### config.mk
export PLATFORM = sky130hd
export DESIGN_NAME = rom_arbiter
export DESIGN_NICKNAME = d
export VERILOG_FILES = /design/src/rtl/rom_arbiter.sv
export SDC_FILE = /design/constraint.sdc
export NUM_CORES = 1
export LEC_CHECK = 0
export ABC_AREA = 1
export CAP_MARGIN = 40
export CORE_ASPECT_RATIO = 1.4
export CORE_MARGIN = 1.5
export CORE_UTILIZATION = 47
export DETAILED_ROUTE_END_ITERATION = 8
export MAX_ROUTING_LAYER = met4
export PLACE_DENSITY = 0.82
export SYNTH_ARGS = -nofsm -noshare
export SYNTH_HDL_FRONTEND = slang
export SYNTH_SLANG_ARGS = --single-unit
### constraint.sdc
create_clock -name clk -period 2.91 [get_ports clk]
set_input_delay 0.873 -clock clk [delete_from_list [all_inputs] [get_ports clk]]
set_output_delay 0.873 -clock clk [all_outputs]
set_load 0.02 [all_outputs]
### src/rtl/rom_arbiter.sv
`default_nettype none
// ============================================================================
// rom_arbiter : shares one ROM controller between instruction and data buses
// Revision    : 1.0
// ============================================================================

`ifndef BUS_ACC_CNT
`define BUS_ACC_CNT 4
`endif

module rom_arbiter #(
    parameter int BYTE_ADDR_WIDTH = 12,
    parameter int ACC_W           = $clog2(`BUS_ACC_CNT)
) (
    input  logic                       clk,
    input  logic                       rstn,
    input  logic                       i_req,
    input  logic [BYTE_ADDR_WIDTH-1:0] i_addr,
    input  logic                       i_wr_b,
    input  logic [ACC_W-1:0]           i_acc,
    input  logic [31:0]                i_wdata,
    output logic                       i_resp,
    output logic [31:0]                i_rdata,
    output logic                       i_fault,
    input  logic                       d_req,
    input  logic [BYTE_ADDR_WIDTH-1:0] d_addr,
    input  logic                       d_wr_b,
    input  logic [ACC_W-1:0]           d_acc,
    input  logic [31:0]                d_wdata,
    output logic                       d_resp,
    output logic [31:0]                d_rdata,
    output logic                       d_fault,
    output logic                       m_req,
    output logic [BYTE_ADDR_WIDTH-1:0] m_addr,
    output logic                       m_wr_b,
    output logic [ACC_W-1:0]           m_acc,
    output logic [31:0]                m_wdata,
    input  logic                       m_resp,
    input  logic [31:0]                m_rdata,
    input  logic                       m_fault,
    output logic                       proto_err
);

    localparam logic PORT_I = 1'b0;
    localparam logic PORT_D = 1'b1;

    typedef struct packed {
        logic [BYTE_ADDR_WIDTH-1:0] addr;
        logic                       wr_b;
        logic [ACC_W-1:0]           acc;
        logic [31:0]                wdata;
    } req_t;

    logic busy_i_q, busy_i_d;
    logic busy_d_q, busy_d_d;
    logic pend_vld_q, pend_vld_d;
    logic pend_port_q, pend_port_d;
    req_t pend_q, pend_d;
    logic rr_q, rr_d;
    logic iss_vld_q, iss_vld_d;
    logic iss_port_q, iss_port_d;
    logic iss_fault_q, iss_fault_d;
    logic proto_err_q, proto_err_d;
    req_t last_q, last_d;

    req_t w_i_fields, w_d_fields, w_sel, w_mux;
    logic w_issue, w_sel_port, w_resp;
    logic w_i_acc, w_d_acc, w_i_viol, w_d_viol;

    assign w_i_fields = {i_addr, i_wr_b, i_acc, i_wdata};
    assign w_d_fields = {d_addr, d_wr_b, d_acc, d_wdata};

    assign w_resp  = m_resp & iss_vld_q;
    assign i_resp  = w_resp & (iss_port_q == PORT_I);
    assign d_resp  = w_resp & (iss_port_q == PORT_D);
    assign i_fault = i_resp & iss_fault_q;
    assign d_fault = d_resp & iss_fault_q;
    assign i_rdata = m_rdata;
    assign d_rdata = m_rdata;

    // A port's resp cycle frees it, so a back-to-back request is legal there.
    assign w_i_acc  = i_req & (~busy_i_q | i_resp);
    assign w_d_acc  = d_req & (~busy_d_q | d_resp);
    assign w_i_viol = i_req & busy_i_q & ~i_resp;
    assign w_d_viol = d_req & busy_d_q & ~d_resp;

    always_comb begin
        w_issue     = 1'b0;
        w_sel_port  = PORT_I;
        w_sel       = pend_q;
        pend_vld_d  = 1'b0;
        pend_port_d = pend_port_q;
        pend_d      = pend_q;
        rr_d        = rr_q;

        if (pend_vld_q) begin
            w_issue    = 1'b1;
            w_sel_port = pend_port_q;
            w_sel      = pend_q;
            if (w_i_acc) begin
                pend_vld_d  = 1'b1;
                pend_port_d = PORT_I;
                pend_d      = w_i_fields;
            end else if (w_d_acc) begin
                pend_vld_d  = 1'b1;
                pend_port_d = PORT_D;
                pend_d      = w_d_fields;
            end
        end else if (w_i_acc && w_d_acc) begin
            w_issue    = 1'b1;
            pend_vld_d = 1'b1;
            rr_d       = ~rr_q;
            if (rr_q == PORT_I) begin
                w_sel_port  = PORT_I;
                w_sel       = w_i_fields;
                pend_port_d = PORT_D;
                pend_d      = w_d_fields;
            end else begin
                w_sel_port  = PORT_D;
                w_sel       = w_d_fields;
                pend_port_d = PORT_I;
                pend_d      = w_i_fields;
            end
        end else if (w_i_acc) begin
            w_issue    = 1'b1;
            w_sel_port = PORT_I;
            w_sel      = w_i_fields;
        end else if (w_d_acc) begin
            w_issue    = 1'b1;
            w_sel_port = PORT_D;
            w_sel      = w_d_fields;
        end
    end

    // Fields hold their last issued values whenever nothing is issued.
    assign w_mux   = w_issue ? w_sel : last_q;
    assign m_req   = w_issue & rstn;
    assign m_addr  = w_mux.addr;
    assign m_wr_b  = w_mux.wr_b;
    assign m_acc   = w_mux.acc;
    assign m_wdata = w_mux.wdata;

    always_comb begin
        busy_i_d    = (busy_i_q & ~i_resp) | w_i_acc;
        busy_d_d    = (busy_d_q & ~d_resp) | w_d_acc;
        proto_err_d = proto_err_q | w_i_viol | w_d_viol;
        iss_vld_d   = m_req;
        iss_port_d  = w_sel_port;
        iss_fault_d = m_fault;
        last_d      = w_mux;
    end

    assign proto_err = proto_err_q;

    always_ff @(posedge clk or negedge rstn) begin
        if (!rstn) begin
            busy_i_q    <= 1'b0;
            busy_d_q    <= 1'b0;
            pend_vld_q  <= 1'b0;
            pend_port_q <= PORT_I;
            pend_q      <= '0;
            rr_q        <= PORT_I;
            iss_vld_q   <= 1'b0;
            iss_port_q  <= PORT_I;
            iss_fault_q <= 1'b0;
            proto_err_q <= 1'b0;
            last_q      <= '0;
        end else begin
            busy_i_q    <= busy_i_d;
            busy_d_q    <= busy_d_d;
            pend_vld_q  <= pend_vld_d;
            pend_port_q <= pend_port_d;
            pend_q      <= pend_d;
            rr_q        <= rr_d;
            iss_vld_q   <= iss_vld_d;
            iss_port_q  <= iss_port_d;
            iss_fault_q <= iss_fault_d;
            proto_err_q <= proto_err_d;
            last_q      <= last_d;
        end
    end

endmodule

`default_nettype wire

==> flow_summary.json, run 1 <==
{
  "outcome": "finished with violations",
  "violations": "negative setup slack",
  "num_io_pins": 249,
  "worst_pin_slew_ns": 0.807,
  "dpl_worst_slack_ns": -1.25,
  "multiInputGateArea_um2": 5060,
  "final_cell_mix": "nand2_1 (267), nand3_1 (151), buf_4 (111)",
  "cts_sinks": 103,
  "synth.cell_area_um2": 7540,
  "dp_hpwl_mm": 15.9,
  "critPathKind": "input port to output pin",
  "wl_per_cell_um": 20.3,
  "worst-r2r-cell-count": 22,
  "avgSynthCellArea_um2": 6.87,
  "seq_area_um2": 2580,
  "final_nets": 1408,
  "grt_first_pass_wirelength_mm": 43.1,
  "hold_depth": 2,
  "rsz0062_at_grt": "true",
  "ys_types": 26,
  "antenna_found_initial": 1,
  "pwr_density_cell_nw_per_um2": 444,
  "core_um2": 15600,
  "die_h_um": 153,
  "clk_pin_slew_worst_paths_ns": 0.07,
  "gp_routability_congestion": 0.879,
  "final_common_cell": "nand2_1",
  "p_leak_uw": 0.00543,
  "yosysSeqAreaShare_pct": 34.2,
  "htreeDepth": 3,
  "maxCapViolations": 0,
  "min_path_type": "flop to flop",
  "drive_gt1_share_pct": 37.2,
  "grt_overflow": 0,
  "max_freq_mhz": 315,
  "route.final.wire_length_mm": 30.0,
  "grt_pass1_vias": 8928,
  "period_needed_ns": 3.17,
  "power.total_uw": 5170,
  "vdd_drop_max_uv": 356,
  "cts_buffers": 9,
  "finalMaxSlewViolations": 0,
  "die_area_um2": 16800,
  "syn_inst": 1098,
  "cp_data_arrival_time_ns": 2.30,
  "setup_violations": 50,
  "syn_nets": 1230,
  "cts_tree": "yes",
  "r2r-start": "iss_port_q",
  "track_usage_pct": 33.5,
  "port-buffer-count": 152,
  "min_from": "last_q[7]",
  "dr.pass1.iters": 5,
  "cp-start-kind": "input port",
  "synth_largest_area_cell": "dfrtp_1",
  "vias": 9077,
  "synth_warnings": 0,
  "ant_nets": 0,
  "synth.area.top_cells": "dfrtp_1 (34%), nand2_1 (16%), nand3_1 (13%)",
  "die_w_um": 110,
  "start_util_pct": 48.3,
  "clock_skew_ns": 0.00858,
  "fin_crit_sh_pct": 109,
  "cp_max_fo": 7,
  "cts_root_buffer": "clkbuf_16",
  "slew_headroom_pct": 46.2,
  "grt_max_degree": 60,
  "route.detailed.drc": 0,
  "clock_latency_ns": 0.36,
  "critPathCaptureType": "output pin",
  "final_hold_viol_count": 0,
  "ys_seq_elements": 103,
  "area_growth_pct": 54.7,
  "setup_slack_ns": -0.260,
  "synth_top_area_share_pct": 34.2,
  "vias_per_cell": 6.14,
  "rows": 54,
  "fillers": 979,
  "crit_path_start": "m_resp",
  "cts_buffer_depth": 2,
  "cp.required_ns": 2.04,
  "drt-initial-drc-count": 793
}
[worst paths after layout]
kind / endpoint / slack (ns)
hold / removal: last_q[7] / 0.52
hold reg to reg: last_q[7] / 0.52
min in group asynchronous: last_q[41] / 0.69
setup reg to reg: pend_q[43] / -0.19
setup / recovery: m_addr[6] / -0.26
max in group asynchronous: rr_q / 1.01
[through the flow]
stage	utilization (%)	instance area [um2]	hold WS (ns)	setup TNS (ns)	cells
2_1_floorplan	-	7770	0.487	-0.000753	1098
3_3_place_gp	60.9	9500	0.462	-56.79	1377
3_5_place_dp	60.9	9500	0.473	-62.19	1377
4_1_cts	69.8	10900	0.489	-7.56	1455
5_1_grt	74.7	11700	0.538	-13.36	1479
6_report	74.7	11700	0.522	-10.50	1479
[metal layers]
layer / vias to the layer above / track usage, % / routed length, um
met5: - / - / 0
met4: 0 / 29.1 / 2690
met3: 249 / 5.07 / 2470
met2: 653 / 53.2 / 14800
met1: 4256 / 35.5 / 10100
li1: 3919 / - / -
[synthesized netlist by cell type]
cell      count
or2_2        38
a21oi_1      49
nor2_1      143
buf_6         2
buf_4        71
o21ai_0       2
o22ai_1       2
nand2_4       1
o21ai_1       1
dfrtp_1     103
clkbuf_1     37
o211ai_1     41
nand3_2       2
buf_2        34
mux2i_1      47
nor2_4        1
xor2_1        1
nand3_1     189
inv_1        10
inv_2         1
nor2_2        1
a31oi_1       1
buf_1         2
nand2_1     313
or2_0         3
nand2_2       3
[layout make-up]
cell class | count | area share, %
multi-input combinational | 838 | 43.4
timing repair buffer | 313 | 29.3
sequential | 103 | 22.2
clock buffer | 12 | 2.20
tap | 196 | 2.10
clock inverter | 4 | 0.386
inverter | 11 | 0.354
antenna | 2 | 0.0429
[kinds of logic after synthesis]
group,share of synthesized area [%]
buffers and inverters,12.1
multiplexers,6.24
AO/OA/AOI/OAI,7.78
AND/OR/NAND/NOR,39.6
flip-flops,34.2
XOR/XNOR,0.116
[power by group]
| part | switching [uW] | internal (uW) |
|---|---|---|
| Sequential | 138 | 1710 |
| Clock | 577 | 712 |
| Combinational | 1050 | 992 |
| Total | 1760 | 3410 |
[worst max-delay path, stage by stage]
cell and delay (ns):
buf_8 0.08, nand3_4 0.08, nand2_4 0.10, nand2_4 0.08, nor2_4 0.19, nor2_4 0.06
buf_12 0.14, buf_12 0.12, buf_16 0.15, buf_8 0.13, nand2_2 0.09, a21oi_4 0.06
buf_6 0.13
[sequential cells by signal, summed over array words and instances, names as in the netlist]
register     flops
iss_fault_q      1
pend_q          47
iss_port_q       1
iss_vld_q        1
rr_q             1
proto_err        1
busy_i_q         1
pend_vld_q       1
busy_d_q         1
pend_port_q      1
last_q          47
[what timing repair did]
action / in CTS / in global routing
setup buffers: 55 / 15
cloned: 7 / 8
hold buffers: 0 / 0
pin swaps: 50 / 46
endpoints found under the setup margin: 52 / 49
gates resized for setup: 414 / 127
No activity file was read; power rests on OpenSTA's default activity.
==> inputs of run 2 (changes only) <==
Settings changed: GPL_TIMING_DRIVEN set to 0.
==> run 2 against run 1 <==
Routed wire length is 4.7% lower. Flip-flop and latch count stayed put. Utilization is 0.76 points lower. Design area is 1.0% lower. Final cell count is 6.7% higher. Critical path depth is 1 lower. Clock power is 5% lower. The flow finishes with violations (design-rule violations, negative setup slack).
==> flow_summary.json, run 2 (synthesized netlist as in run 1, its figures left out) <==
{
  "outcome": "finished with violations",
  "violations": "design-rule violations, negative setup slack",
  "cts_tree": "yes",
  "grt_first_pass_wirelength_mm": 42.9,
  "fin_area_um2": 11500,
  "core_um2": 15600,
  "min_from": "proto_err",
  "cts_sinks": 103,
  "dp.cells": 1511,
  "min_path_type": "flop to flop",
  "die_h_um": 153,
  "worst_pin_slew_ns": 0.889,
  "cts_root_buffer": "clkbuf_16",
  "top_regs": "last_q x47, pend_q x47",
  "rows": 54,
  "grt_max_degree": 60,
  "crit_path_start": "m_resp",
  "cp-start-kind": "input port",
  "vias": 9292,
  "hold_depth": 2,
  "clock_latency_ns": 0.36,
  "vdd_drop_max_uv": 326,
  "rsz0062_at_grt": "true",
  "r2r-start": "iss_vld_q",
  "finalSetupTns_ns": -11.77,
  "route.final.wire_length_mm": 28.6,
  "cts_buffer_depth": 2,
  "area_growth_pct": 53.1,
  "power.total_uw": 5130,
  "critPathKind": "input port to output pin",
  "gp_routability_congestion": 0.928,
  "drive_gt1_share_pct": 29.1,
  "finalMaxSlewViolations": 0,
  "final_nets": 1510,
  "maxCapViolations": 0,
  "start_util_pct": 48.3,
  "final_cell_count_no_fill": 1578,
  "dpl-instance-area_um2": 10200,
  "hold_slack_ns": 0.505,
  "grt_overflow": 0,
  "critPathCaptureType": "output pin",
  "max_freq_mhz": 309,
  "cts_buffers": 9,
  "drt-initial-drc-count": 743,
  "clk_pin_slew_worst_paths_ns": 0.07,
  "ant_nets": 0,
  "num_io_pins": 249,
  "antenna_found_initial": 0,
  "cp_data_arrival_time_ns": 2.37,
  "track_usage_pct": 33.3,
  "dp_hpwl_mm": 18.5,
  "cp_max_fo": 7,
  "die_w_um": 110,
  "antennaDiodeCount": 0,
  "dr.pass1.iters": 9,
  "grt_pass1_vias": 8974,
  "wl_per_cell_um": 18.1,
  "die_area_um2": 16800,
  "period_needed_ns": 3.24,
  "pwr_density_cell_nw_per_um2": 444,
  "route.detailed.drc": 1,
  "port-buffer-count": 216,
  "vias_per_cell": 5.89,
  "setup_slack_ns": -0.330,
  "setup_violations": 48,
  "p_leak_uw": 0.00535,
  "clock_skew_ns": 0.0132,
  "final_cell_mix": "nand2_1 (308), nand3_1 (183), clkdlybuf4s50_1 (163)",
  "slew_headroom_pct": 40.7,
  "final_common_cell": "nand2_1",
  "final_hold_viol_count": 0,
  "worst-r2r-cell-count": 15,
  "fin_crit_sh_pct": 111,
  "cp.required_ns": 2.04,
  "htreeDepth": 3
}
run 2: power by group:
part | switching (uW) | internal [uW]
logic | 1080 | 1010
clock network | 563 | 662
registers | 104 | 1710
run 2: routing by layer:
layer | share of wire [%] | vias to the layer above | global-route usage [%]
met1 | 35 | 4313 | 37.5
met2 | 50 | 698 | 55.0
met5 | 0 | - | -
met4 | 5.8 | 0 | 19.5
li1 | - | 4118 | -
met3 | 9.6 | 163 | 4.78
run 2: timing repair:
action                     CTS  global route
buffers inserted            31            16
setup endpoints to repair   52            48
gates cloned                 4             3
resized for setup          390            93
hold buffers                 0             0
pin swaps                   22            29
run 2: worst max-delay path, cell delays in order:
cell	delay, ns
buf_8	0.09
nand3_4	0.11
nand2_4	0.11
nand2_8	0.08
nor2_4	0.17
nand2_4	0.11
buf_8	0.16
clkbuf_16	0.16
nor2_4	0.13
nor2_4	0.05
a21oi_4	0.17
buf_6	0.14
run 2: path summary, 6_finish.rpt:
| check | to | slack, ns |
|---|---|---|
| min in group asynchronous | last_q[43] | 0.60 |
| setup reg to reg | last_q[43] | 0.58 |
| setup / recovery | m_addr[1] | -0.33 |
| hold reg to reg | proto_err | 0.51 |
| hold / removal | proto_err | 0.51 |
| max in group asynchronous | pend_q[18] | 1.56 |
run 2: per-stage QoR:
stage	setup WS [ns]	util (%)
global placement	-3.88	65.2
finish	-0.330	74.0
global route	-0.414	74.0
CTS	-0.278	71.3
detailed placement	-1.46	65.4
floorplan	-0.000753	-
run 2: cell type report:
class / count / area [um2]
Buffer: 145 / 1160
Clock buffer: 11 / 233
Clock inverter: 4 / 47.5
Inverter: 11 / 41.3
Sequential cell: 103 / 2580
Fill cell: 1167 / 4070
Tap cell: 196 / 245
Timing Repair Buffer: 270 / 2650
Multi-Input combinational cell: 838 / 4590
==> inputs of run 3 (changes only) <==
Settings changed: CTS_BUF_LIST set to sky130_fd_sc_hd__clkbuf_16, CTS_CLUSTER_SIZE set to 12.
==> run 3 against run 2 <==
The run ends with negative setup slack left. Register-to-register slack about the same. Design area unchanged. Flip-flop and latch count unchanged. Final cell count unchanged. Worst setup slack got worse by 0.0036 ns. Clock skew about the same. Combinational power about the same. Total power decreased by 0.19%. Clock power about the same.
==> flow_summary.json, run 3 (synthesized netlist as in run 1, its figures left out) <==
{
  "antenna_found_initial": 0,
  "fillers": 1167,
  "top_regs": "last_q x47, pend_q x47",
  "drt-initial-drc-count": 739,
  "r2r_slack_ns": 0.58,
  "whs_endpoint": "proto_err",
  "fin_crit_sh_pct": 111,
  "slew_headroom_pct": 40.8,
  "grt_max_degree": 60,
  "grt_first_pass_wirelength_mm": 42.9,
  "vdd_drop_max_uv": 326,
  "final_common_cell": "nand2_1",
  "cp.required_ns": 2.04,
  "cp_data_arrival_time_ns": 2.37,
  "multiInputGateArea_um2": 4590,
  "vias_per_cell": 5.85,
  "grt_overflow": 0,
  "hold_depth": 2,
  "cp-start-kind": "input port",
  "critPathKind": "input port to output pin",
  "pwr_density_cell_nw_per_um2": 443,
  "cp_cell_sequence": "buf_8, nand3_4, nand2_4, nand2_8, nor2_4, nand2_4, buf_8, clkbuf_16, nor2_4, nor2_4, a21oi_4, buf_6",
  "wl_per_cell_um": 18.1,
  "core_um2": 15600,
  "cts_sinks": 103,
  "gp_routability_congestion": 0.928,
  "fin_area_um2": 11500,
  "period_needed_ns": 3.24,
  "antennaDiodeCount": 0,
  "cts_root_buffer": "clkbuf_16",
  "die_h_um": 153,
  "rows": 54,
  "cp_max_fo": 7,
  "min_path_type": "flop to flop",
  "route.detailed.drc": 0,
  "hold_slack_ns": 0.505,
  "port-buffer-count": 216,
  "die_w_um": 110,
  "cts_tree": "yes",
  "violations": "negative setup slack",
  "critPathCaptureType": "output pin",
  "p_leak_uw": 0.00535,
  "setup_slack_ns": -0.333,
  "dr.pass1.iters": 8,
  "num_io_pins": 249,
  "track_usage_pct": 33.3,
  "cp_slowest_stage_delay_ns": 0.17,
  "cp_common_cell": "nor2_4",
  "seq_area_um2": 2580,
  "clock_skew_ns": 0.0135,
  "dpl-instance-area_um2": 10200,
  "clock_latency_ns": 0.36,
  "r2r-end": "last_q[43]",
  "drive_gt1_share_pct": 29.1,
  "setup_violations": 48,
  "worst-r2r-cell-count": 15,
  "vias": 9239,
  "cts_buffer_depth": 2,
  "ant_nets": 0,
  "max_freq_mhz": 308,
  "die_area_um2": 16800,
  "final_hold_viol_count": 0,
  "worst_pin_slew_ns": 0.888,
  "final_cell_mix": "nand2_1 (308), nand3_1 (183), clkdlybuf4s50_1 (163)",
  "rsz0062_at_grt": "true",
  "htreeDepth": 3,
  "grt_pass1_vias": 8974,
  "clk_pin_slew_worst_paths_ns": 0.07,
  "cts_buffers": 9,
  "route.final.wire_length_mm": 28.6,
  "r2r-start": "iss_vld_q",
  "start_util_pct": 48.3,
  "final_nets": 1510,
  "finalMaxSlewViolations": 0,
  "outcome": "finished with violations",
  "area_growth_pct": 53.1,
  "maxCapViolations": 0,
  "slowest_stage": "nor2_4",
  "dp_hpwl_mm": 18.5,
  "min_from": "proto_err"
}
run 3: cell count changes in the layout (fill, tap and decap cells not counted):
cell | previous run | this run
clkbuf_1 | 21 | 19
inv_1 | 7 | 9
run 3: stage by stage:
stage                     worst slack, ns  util [%]  instances   TNS (ns)  power, uW
final                              -0.333      74.0       1578     -11.88       5120
after detailed placement            -1.46      65.4       1511     -67.76       3780
after floorplan                 -0.000753         -       1098  -0.000753       2870
after global placement              -3.88      65.2       1510    -407.45       3740
after global routing               -0.414      74.0       1578     -14.99       5350
after CTS                          -0.278      71.3       1561      -9.40       5010
run 3: worst max-delay path: cells and delay by family:
kind / cells / cell delay [ns]
buffers and inverters: 4 / 0.55
AO/OA/AOI/OAI: 1 / 0.17
AND/OR/NAND/NOR: 7 / 0.76
run 3: power breakdown:
part | leakage (uW) | total (uW) | internal, uW | switching, uW
clock network | 0.000144 | 1220 | 655 | 561
logic | 0.00392 | 2090 | 1010 | 1080
registers | 0.00129 | 1810 | 1710 | 104
total | 0.00535 | 5120 | 3370 | 1750
run 3: how the worst max path moves through the flow:
stage,start,end,slack (ns),cells after the start
after floorplan,m_resp,m_acc[1],-0.0008,9
after global placement,rstn,m_req,-3.88,4
after detailed placement,m_resp,m_wdata[18],-1.46,10
after CTS,m_resp,m_wdata[31],-0.28,12
after global routing,m_resp,m_acc[1],-0.41,12
final,m_resp,m_addr[1],-0.33,12
run 3: routing by layer:
metal  part of all wire, %  vias to the layer above  global-route usage [%]
met5                     0                        -                       -
li1                      -                     4117                       -
met3                   8.8                      165                    4.78
met2                    50                      674                    55.0
met4                   6.0                        0                    19.5
met1                    35                     4283                    37.5
run 3: area by class of cell:
cell class | instances | area share (%)
inverters | 11 | 0.358
clock buffers | 9 | 1.95
multi-input cells | 838 | 39.8
well taps | 196 | 2.12
clock inverters | 6 | 0.477
repair buffers | 270 | 22.9
plain buffers | 145 | 10.0
flip-flops and latches | 103 | 22.3
run 3: timing repair:
item / in CTS / in global routing
hold buffers: 0 / 0
pin swaps: 22 / 29
gates resized for setup: 390 / 93
gates cloned: 4 / 3
buffers inserted: 31 / 16
setup endpoints to repair: 52 / 48
